==> config.mk <==
export PLATFORM = sky130hd
export DESIGN_NAME = uart_rx_flat
export DESIGN_NICKNAME = d
export VERILOG_FILES = /design/src/rtl/uart_rx_pkg.sv /design/src/rtl/uart_rx_if.sv /design/src/rtl/uart_rx_sync2.sv /design/src/rtl/uart_rx.sv /design/src/flat_wrapper.sv
export SDC_FILE = /design/constraint.sdc
export NUM_CORES = 1
export LEC_CHECK = 0
export CAP_MARGIN = 5
export CORE_MARGIN = 8
export CORE_UTILIZATION = 25
export DETAILED_ROUTE_END_ITERATION = 10
export PLACE_DENSITY = 0.4
export SETUP_SLACK_MARGIN = 0.02
export SYNTH_ARGS = -nofsm -noshare
export SYNTH_HDL_FRONTEND = slang
export SYNTH_HIERARCHICAL = 1
export SYNTH_SLANG_ARGS = --single-unit
==> constraint.sdc <==
create_clock -name CLK -period 3.3 [get_ports CLK]
set_input_delay 0.495 -clock CLK [delete_from_list [all_inputs] [get_ports CLK]]
set_output_delay 0.495 -clock CLK [all_outputs]
set_load 0.02 [all_outputs]
==> src/rtl/uart_rx_pkg.sv <==
// Shared UART definitions: FSM state encoding and bit-period arithmetic,
// common to the receive and transmit sides.
package uart_rx_pkg;

    localparam logic [2:0] ST_IDLE  = 3'd0;
    localparam logic [2:0] ST_START = 3'd1;
    localparam logic [2:0] ST_DATA  = 3'd2;
    localparam logic [2:0] ST_STOP  = 3'd3;
    localparam logic [2:0] ST_BREAK = 3'd4;

    localparam int UART_DATA_BITS = 8;

    // Clock cycles per serial bit (integer division).
    function automatic int uart_div(input int fclk, input int bauds);
        return fclk / bauds;
    endfunction

    // Offset from the start-bit edge to the middle of the start bit.
    function automatic int uart_half(input int fclk, input int bauds);
        return uart_div(fclk, bauds) / 2;
    endfunction

endpackage

==> src/rtl/uart_rx_if.sv <==
// Receive-side bundle: serial line in, received byte and status pulses out.
interface uart_rx_if;

    logic       RXD;
    logic [7:0] DOUT;
    logic       VALID;
    logic       FERR;
    logic       BUSY;

    modport master (output RXD, input DOUT, VALID, FERR, BUSY);
    modport slave  (input RXD, output DOUT, VALID, FERR, BUSY);

endinterface

==> src/rtl/uart_rx_sync2.sv <==
// Two-flop synchronizer for the asynchronous serial line; resets to the
// idle (high) level so reset never fakes a start bit.
module sync2 (
    input  logic clk_i,
    input  logic rst_ni,
    input  logic d_i,
    output logic q_o
);

    logic [1:0] ff_q;

    always_ff @(posedge clk_i) begin
        if (!rst_ni) begin
            ff_q <= 2'b11;
        end else begin
            ff_q <= {ff_q[0], d_i};
        end
    end

    assign q_o = ff_q[1];

endmodule

==> src/rtl/uart_rx.sv <==
// 8N1 UART receiver: single mid-bit sample per bit, one-cycle VALID/FERR
// pulses, and a BREAK state that holds off start detection while the line is low.
module uart_rx
    import uart_rx_pkg::*;
#(
    parameter int Bauds = 300,
    parameter int Fclk  = 48_000_000
) (
    input  logic     CLK,
    input  logic     RST_,
    uart_rx_if.slave rx_if
);

    localparam int D  = uart_div(Fclk, Bauds);
    localparam int H  = uart_half(Fclk, Bauds);
    localparam int CW = $clog2(D) + 1;

    localparam logic [CW-1:0] HALF_LOAD = CW'(H - 1);
    localparam logic [CW-1:0] BIT_LOAD  = CW'(D - 1);

    if (D < 4) begin : g_cfg_check
        $error("uart_rx: Fclk/Bauds must be at least 4 clocks per bit");
    end

    logic          rxs;
    logic [2:0]    state_q, state_d;
    logic [CW-1:0] cnt_q, cnt_d;
    logic [2:0]    idx_q, idx_d;
    logic [7:0]    shift_q, shift_d;
    logic [7:0]    dout_q, dout_d;
    logic          valid_q, valid_d;
    logic          ferr_q, ferr_d;

    sync2 u_sync (
        .clk_i  (CLK),
        .rst_ni (RST_),
        .d_i    (rx_if.RXD),
        .q_o    (rxs)
    );

    // The counter is loaded so that it reaches zero exactly on each sample cycle.
    always_comb begin
        state_d = state_q;
        cnt_d   = cnt_q;
        idx_d   = idx_q;
        shift_d = shift_q;
        dout_d  = dout_q;
        valid_d = 1'b0;
        ferr_d  = 1'b0;
        case (state_q)
            ST_IDLE: begin
                if (!rxs) begin
                    state_d = ST_START;
                    cnt_d   = HALF_LOAD;
                end
            end
            ST_START: begin
                if (cnt_q == '0) begin
                    if (rxs) begin
                        state_d = ST_IDLE;
                    end else begin
                        state_d = ST_DATA;
                        cnt_d   = BIT_LOAD;
                        idx_d   = 3'd0;
                    end
                end else begin
                    cnt_d = cnt_q - 1'b1;
                end
            end
            ST_DATA: begin
                if (cnt_q == '0) begin
                    shift_d = {rxs, shift_q[7:1]};
                    cnt_d   = BIT_LOAD;
                    if (idx_q == 3'd7) begin
                        state_d = ST_STOP;
                    end else begin
                        idx_d = idx_q + 3'd1;
                    end
                end else begin
                    cnt_d = cnt_q - 1'b1;
                end
            end
            ST_STOP: begin
                if (cnt_q == '0) begin
                    if (rxs) begin
                        dout_d  = shift_q;
                        valid_d = 1'b1;
                        state_d = ST_IDLE;
                    end else begin
                        ferr_d  = 1'b1;
                        state_d = ST_BREAK;
                    end
                end else begin
                    cnt_d = cnt_q - 1'b1;
                end
            end
            ST_BREAK: begin
                if (rxs) begin
                    state_d = ST_IDLE;
                end
            end
            default: state_d = ST_IDLE;
        endcase
    end

    always_ff @(posedge CLK) begin
        if (!RST_) begin
            state_q <= ST_IDLE;
            cnt_q   <= '0;
            idx_q   <= '0;
            shift_q <= '0;
            dout_q  <= '0;
            valid_q <= 1'b0;
            ferr_q  <= 1'b0;
        end else begin
            state_q <= state_d;
            cnt_q   <= cnt_d;
            idx_q   <= idx_d;
            shift_q <= shift_d;
            dout_q  <= dout_d;
            valid_q <= valid_d;
            ferr_q  <= ferr_d;
        end
    end

    assign rx_if.DOUT  = dout_q;
    assign rx_if.VALID = valid_q;
    assign rx_if.FERR  = ferr_q;
    assign rx_if.BUSY  = (state_q != ST_IDLE);

endmodule

==> src/flat_wrapper.sv <==
// flat-port wrapper written by rule: the top's interface ports become plain ports
module uart_rx_flat import uart_rx_pkg::*;
#(
    parameter int Bauds = 300,
    parameter int Fclk  = 48_000_000
)
  (CLK, RST_, rx_if_RXD, rx_if_DOUT, rx_if_VALID, rx_if_FERR, rx_if_BUSY);
  uart_rx_if rx_if_i ();
  input  logic CLK;
  input  logic RST_;
  input wire logic [$bits(rx_if_i.RXD)-1:0] rx_if_RXD;
  output wire logic [$bits(rx_if_i.DOUT)-1:0] rx_if_DOUT;
  output wire logic [$bits(rx_if_i.VALID)-1:0] rx_if_VALID;
  output wire logic [$bits(rx_if_i.FERR)-1:0] rx_if_FERR;
  output wire logic [$bits(rx_if_i.BUSY)-1:0] rx_if_BUSY;
  assign rx_if_i.RXD = rx_if_RXD;
  assign rx_if_DOUT = rx_if_i.DOUT;
  assign rx_if_VALID = rx_if_i.VALID;
  assign rx_if_FERR = rx_if_i.FERR;
  assign rx_if_BUSY = rx_if_i.BUSY;
  uart_rx #(.Bauds(Bauds), .Fclk(Fclk)) u_core (.CLK(CLK), .RST_(RST_), .rx_if(rx_if_i));
endmodule
Yosys cells after proc, flatten, opt, wreduce, memory -nomap -nowiden
Index checks and enable logic that the tools add are counted.
Word-level totals
  bits in registers: 45
  output and inout bits: 11
  word-level logic and storage cells: 58
  input port bits: 3
Cells by class
  multiplexer cells: 22
  equality and inequality tests: 15
  reductions and logical operators: 11
  $add $sub $neg: 2
Operators with widths (number)
  $mux 19: 5
  $pmux 19 s4: 1
  $mux 3: 11
  $logic_not 19->1: 1
  $sub 19x1->19 const B: 1
  $pmux 3 s5: 1
  $ne 2x2->1 const B: 5
  $ne 2x1->1 const B: 4
  $eq 3x2->1 const B: 2
  $eq 3x3->1 const B: 2
  $pmux 3 s2: 1
  $reduce_and 3->1: 2
  $reduce_and 6->1: 1
  $reduce_and 5->1: 1
  $reduce_and 4->1: 1
  $reduce_bool 4->1: 1
  $add 3x1->3 const B: 1
  $eq 3x1->1 const B: 1
  $logic_not 3->1: 1
  $ne 3x3->1 const B: 1
  $reduce_bool 3->1: 1
  $mux 1: 2
  $mux 2: 1
  $reduce_and 2->1: 1
  $reduce_bool 2->1: 1

Longest topological paths before layout
  depth in word-level cells: 4
  mapped depth: 9
  depth with buffers taken out: 7

Cells and area by module
The synthesis kept the hierarchy.
By module, submodules not included
  uart_rx: seq. area each 860.8 um^2, times used 1, cells an instance 261, area an instance 2199.6 um^2
  sync2: seq. area each 40.0 um^2, times used 1, cells an instance 4, area an instance 52.6 um^2

Worst setup path after synthesis
OpenSTA, ideal clock, no wires.
  path type: register to register
  start point: register u_core.cnt_q[2]
  end point: register u_core.idx_q[0]
  data arrival time: 2433 ps
  library setup time: 70 ps
  stages on the path, launching flop included: 6
  clock period less this slack: 2503 ps
  path buffers: 0
  path slack: 797 ps
  cells stage by stage: dfxtp_1 > or4_4 > or4_4 > or4b_4 > or4_1 > a21oi_1
On the way
  cells in the longest elaborated chain, start to end: 3
RTL lines
  start: declaration: line uart_rx.sv:27  | logic [CW-1:0] cnt_q, cnt_d;
  start signal: assignment: line uart_rx.sv:117  | cnt_q <= cnt_d;
  $logic_not 19->1 (*): line uart_rx.sv:58, uart_rx.sv:71
  $ne 2x1->1 (no line)
  $reduce_and 5->1 (no line) (*)
  end signal: assignment: line uart_rx.sv:118  | idx_q <= idx_d;
  end: declaration: line uart_rx.sv:28  | logic [2:0] idx_q, idx_d;
Mark *: on every way between the ends. The rest lies on a longest branch, timed or not.
A chain may end at the register's enable or synchronous reset.

Worst setup path after layout
Ends and elaborated chain as after synthesis.

==> results.md <==
* HPWL Detailed at 4160 um
* Worst hold-check path type: reg2reg
* TritonCTS clock tree: built
* Clk Latency, worst-skew pair at 0.30 ns
* Worst clock skew at 0.00878 ns
* Setup bufs post-CTS at 0
* Row cnt at 34
* Arr. time, crit path at 2.98 ns
* Clock Path Buffers at 2
* Maximum clock rate at 364 MHz
* Synth Cell Area at 2250 um2
* Gpl congestion at 0.764
* Core area at 8720 um2
* Pin count of the biggest net entering global routing at 29
* CP max FO at 13
* Peak VDD IR at 0.000447 V
* CTS Sinks at 45
* Vias at 2061
* Final core occ at 30.3%
* Clk root buf: clkbuf_8
* Cells after Synth at 265
* Num CTS Buffers at 5
* Synth warn at 6
* Status: completed
* Global router's overall resource usage at 9.94%
* Critical Path Sink Type: flip-flop
* Fillers at 910
* Mapped Avg Cell Area at 8.50 um2
* Average vias per placed instance at 5.31
* Die ar. at 12300 um2
* First-pass GRT wire length at 10300 um
* Initial Utilization at 25.8%
* Chip Height at 111 um
* Leak at 0.00106 uW
* Part of the cycle the worst path needs at 83.4%
* Final Hold Fails at 0
* Critical Path Source Type: flip-flop
* Slew headroom at 49.8%
* Drt drc at 0
* CTS H-tree lvls at 2
* Yosys reg bits at 45
* CTS Hold Bufs at 0
* Fraction of layout cells with a size suffix above 1 at 8.57%
* # IOs at 14
* Inst Count DP at 380
* EDFF count, synth at 0
* Buffers on Ports at 13
* Power Dens Cells at 909 nW/um2
* 1st-iter DRT viols at 117
* Setup WS pre-CTS at 0.588 ns
* Post-synthesis cell type count at 53
* Asr flop ratio synth at 0%
* 1st-pass router iterations at 4
* RSZ-0062 raised after global routing: no
* Vias in the first global route at 2001
* Layout Nets at 286
* Resize count post-CTS at 0
* Final ANT Viol Nets at 0
* Synth-to-Final Area Change at 17.2%
* Initial antenna violation count at 0
* Non-Filler Instances at 388
* Final WL at 6000 um
* Final-report max-slew violation count at 0
* Final setup fails at 0
* Req. time, crit path at 3.53 ns
* Routed WL per cell at 15.5 um
* Final setup TNS at 0 ns
* Clock slew at reported path FFs at 0.09 ns
* N_diodes at 0
* Max-cap viol count at 0
* Min Tclk post-route at 2.75 ns
* Post-synth top flop: dfxtp_1
* Post-synthesis sequential area ratio at 40.0%
* Setup WS post-layout at 0.549 ns
* Mapped Nets at 272
* Grt ovf at 0
* Least-Margin Pin Slew at 0.750 ns
* Die X at 111 um
* Crit path kind: reg2reg
-- critical path: stages, from the launching register on --
cell     delay, ns
dfxtp_1       0.37
or4_4         0.56
or4_4         0.60
or4b_4        0.57
or4_1         0.42
a21oi_1       0.16
-- synth_stat cells (all sizes together) (2+ instances only) --
cell,number,area share (%)
a211oi,5,1.7
a21oi,21,4.7
a221oi,2,0.78
a31oi,3,0.83
and3,3,0.83
buf,2,0.39
clkbuf,12,2.0
dfxtp,45,40
ha,4,2.2
inv,8,1.3
mux2i,12,5.3
nand2,14,2.3
nand2b,8,2.2
nand3,16,3.6
nand4,2,0.56
nor2,28,4.7
nor3,6,1.6
nor4,4,1.1
o211ai,3,1.0
o21ai,11,2.4
o221a,2,1.0
o311ai,5,1.9
o31a,2,0.78
o31ai,5,1.7
or2,4,1.1
or3,4,1.1
or4,13,4.7
or4b,3,1.5
xor2,2,0.78
-- cells by family after synthesis --
group	after synthesis	synth area share, %
flip-flops	45	40.0
buffers and inverters	23	3.89
adder cells (fa/ha/maj)	4	2.22
AO/OA/AOI/OAI	69	20.8
multiplexers	12	5.33
XOR/XNOR	2	0.778
AND/OR/NAND/NOR	110	27.0
-- worst paths after layout --
path                                          from                               end  cells past startpoint  slack (ns)
setup reg to reg      u_core/cnt_q[2]$_SDFFE_PN0P_      u_core/idx_q[0]$_SDFFE_PN0P_                      5        0.55
setup / recovery      u_core/cnt_q[2]$_SDFFE_PN0P_      u_core/idx_q[0]$_SDFFE_PN0P_                      5        0.55
hold / removal    u_core/u_sync/ff_q[0]$_SDFF_PN1_  u_core/u_sync/ff_q[1]$_SDFF_PN1_                      1        0.41
hold reg to reg   u_core/u_sync/ff_q[0]$_SDFF_PN1_  u_core/u_sync/ff_q[1]$_SDFF_PN1_                      1        0.41
-- cell type report --
type | count | area, um2 | area share, %
timing repair buffer | 21 | 190 | 7.20
clock buffer | 5 | 68.8 | 2.61
multi-input combinational | 197 | 1260 | 47.9
sequential | 45 | 901 | 34.1
clock inverter | 3 | 47.5 | 1.80
inverter | 9 | 33.8 | 1.28
tap | 108 | 135 | 5.12
-- power by group --
group	switching [uW]	internal, uW
Sequential	114	632
Clock	209	231
Combinational	763	451
Total	1090	1310
-- metrics by stage --
step | cell area [um2] | hold WS [ns] | power [uW]
6_report | 2640 | 0.412 | 2400
2_1_floorplan | 2250 | 0.386 | 1580
3_3_place_gp | 2520 | 0.393 | 1970
4_1_cts | 2640 | 0.416 | 2410
5_1_grt | 2640 | 0.462 | 2600
3_5_place_dp | 2520 | 0.393 | 1960
-- sequential cells by signal (all words and copies together) (netlist names) --
register            flops
u_core/rx_if.VALID      1
u_core/cnt_q           19
u_core/state_q          3
u_core/shift_q          8
u_core/rx_if.DOUT       8
u_core/rx_if.FERR       1
u_core/u_sync/ff_q      2
u_core/idx_q            3
-- layout by cell type, fill, tap and decap left out, drive strengths merged, types with 3 or more instances in the layout --
cell            n
nand2b          8
or2             4
a31oi           3
or4b            3
o31ai           5
ha              4
nor4            4
dfxtp          45
clkdlybuf4s50  13
a211oi          5
o21ai          11
or3             4
clkbuf          5
mux2i          12
buf             8
or4            13
nand3          16
o311ai          5
and3            3
nor2           28
inv            10
a21oi          21
nand2          14
nor3            6
o211ai          3
-- routing by layer --
metal	global-route usage, %	wire, um	up-vias
li1	-	-	1029
met1	13.0	3020	992
met2	15.4	2690	34
met3	2.11	183	6
met4	3.96	103	0
met5	0	0	-
Note: power is estimated with default switching activity, not from simulation.
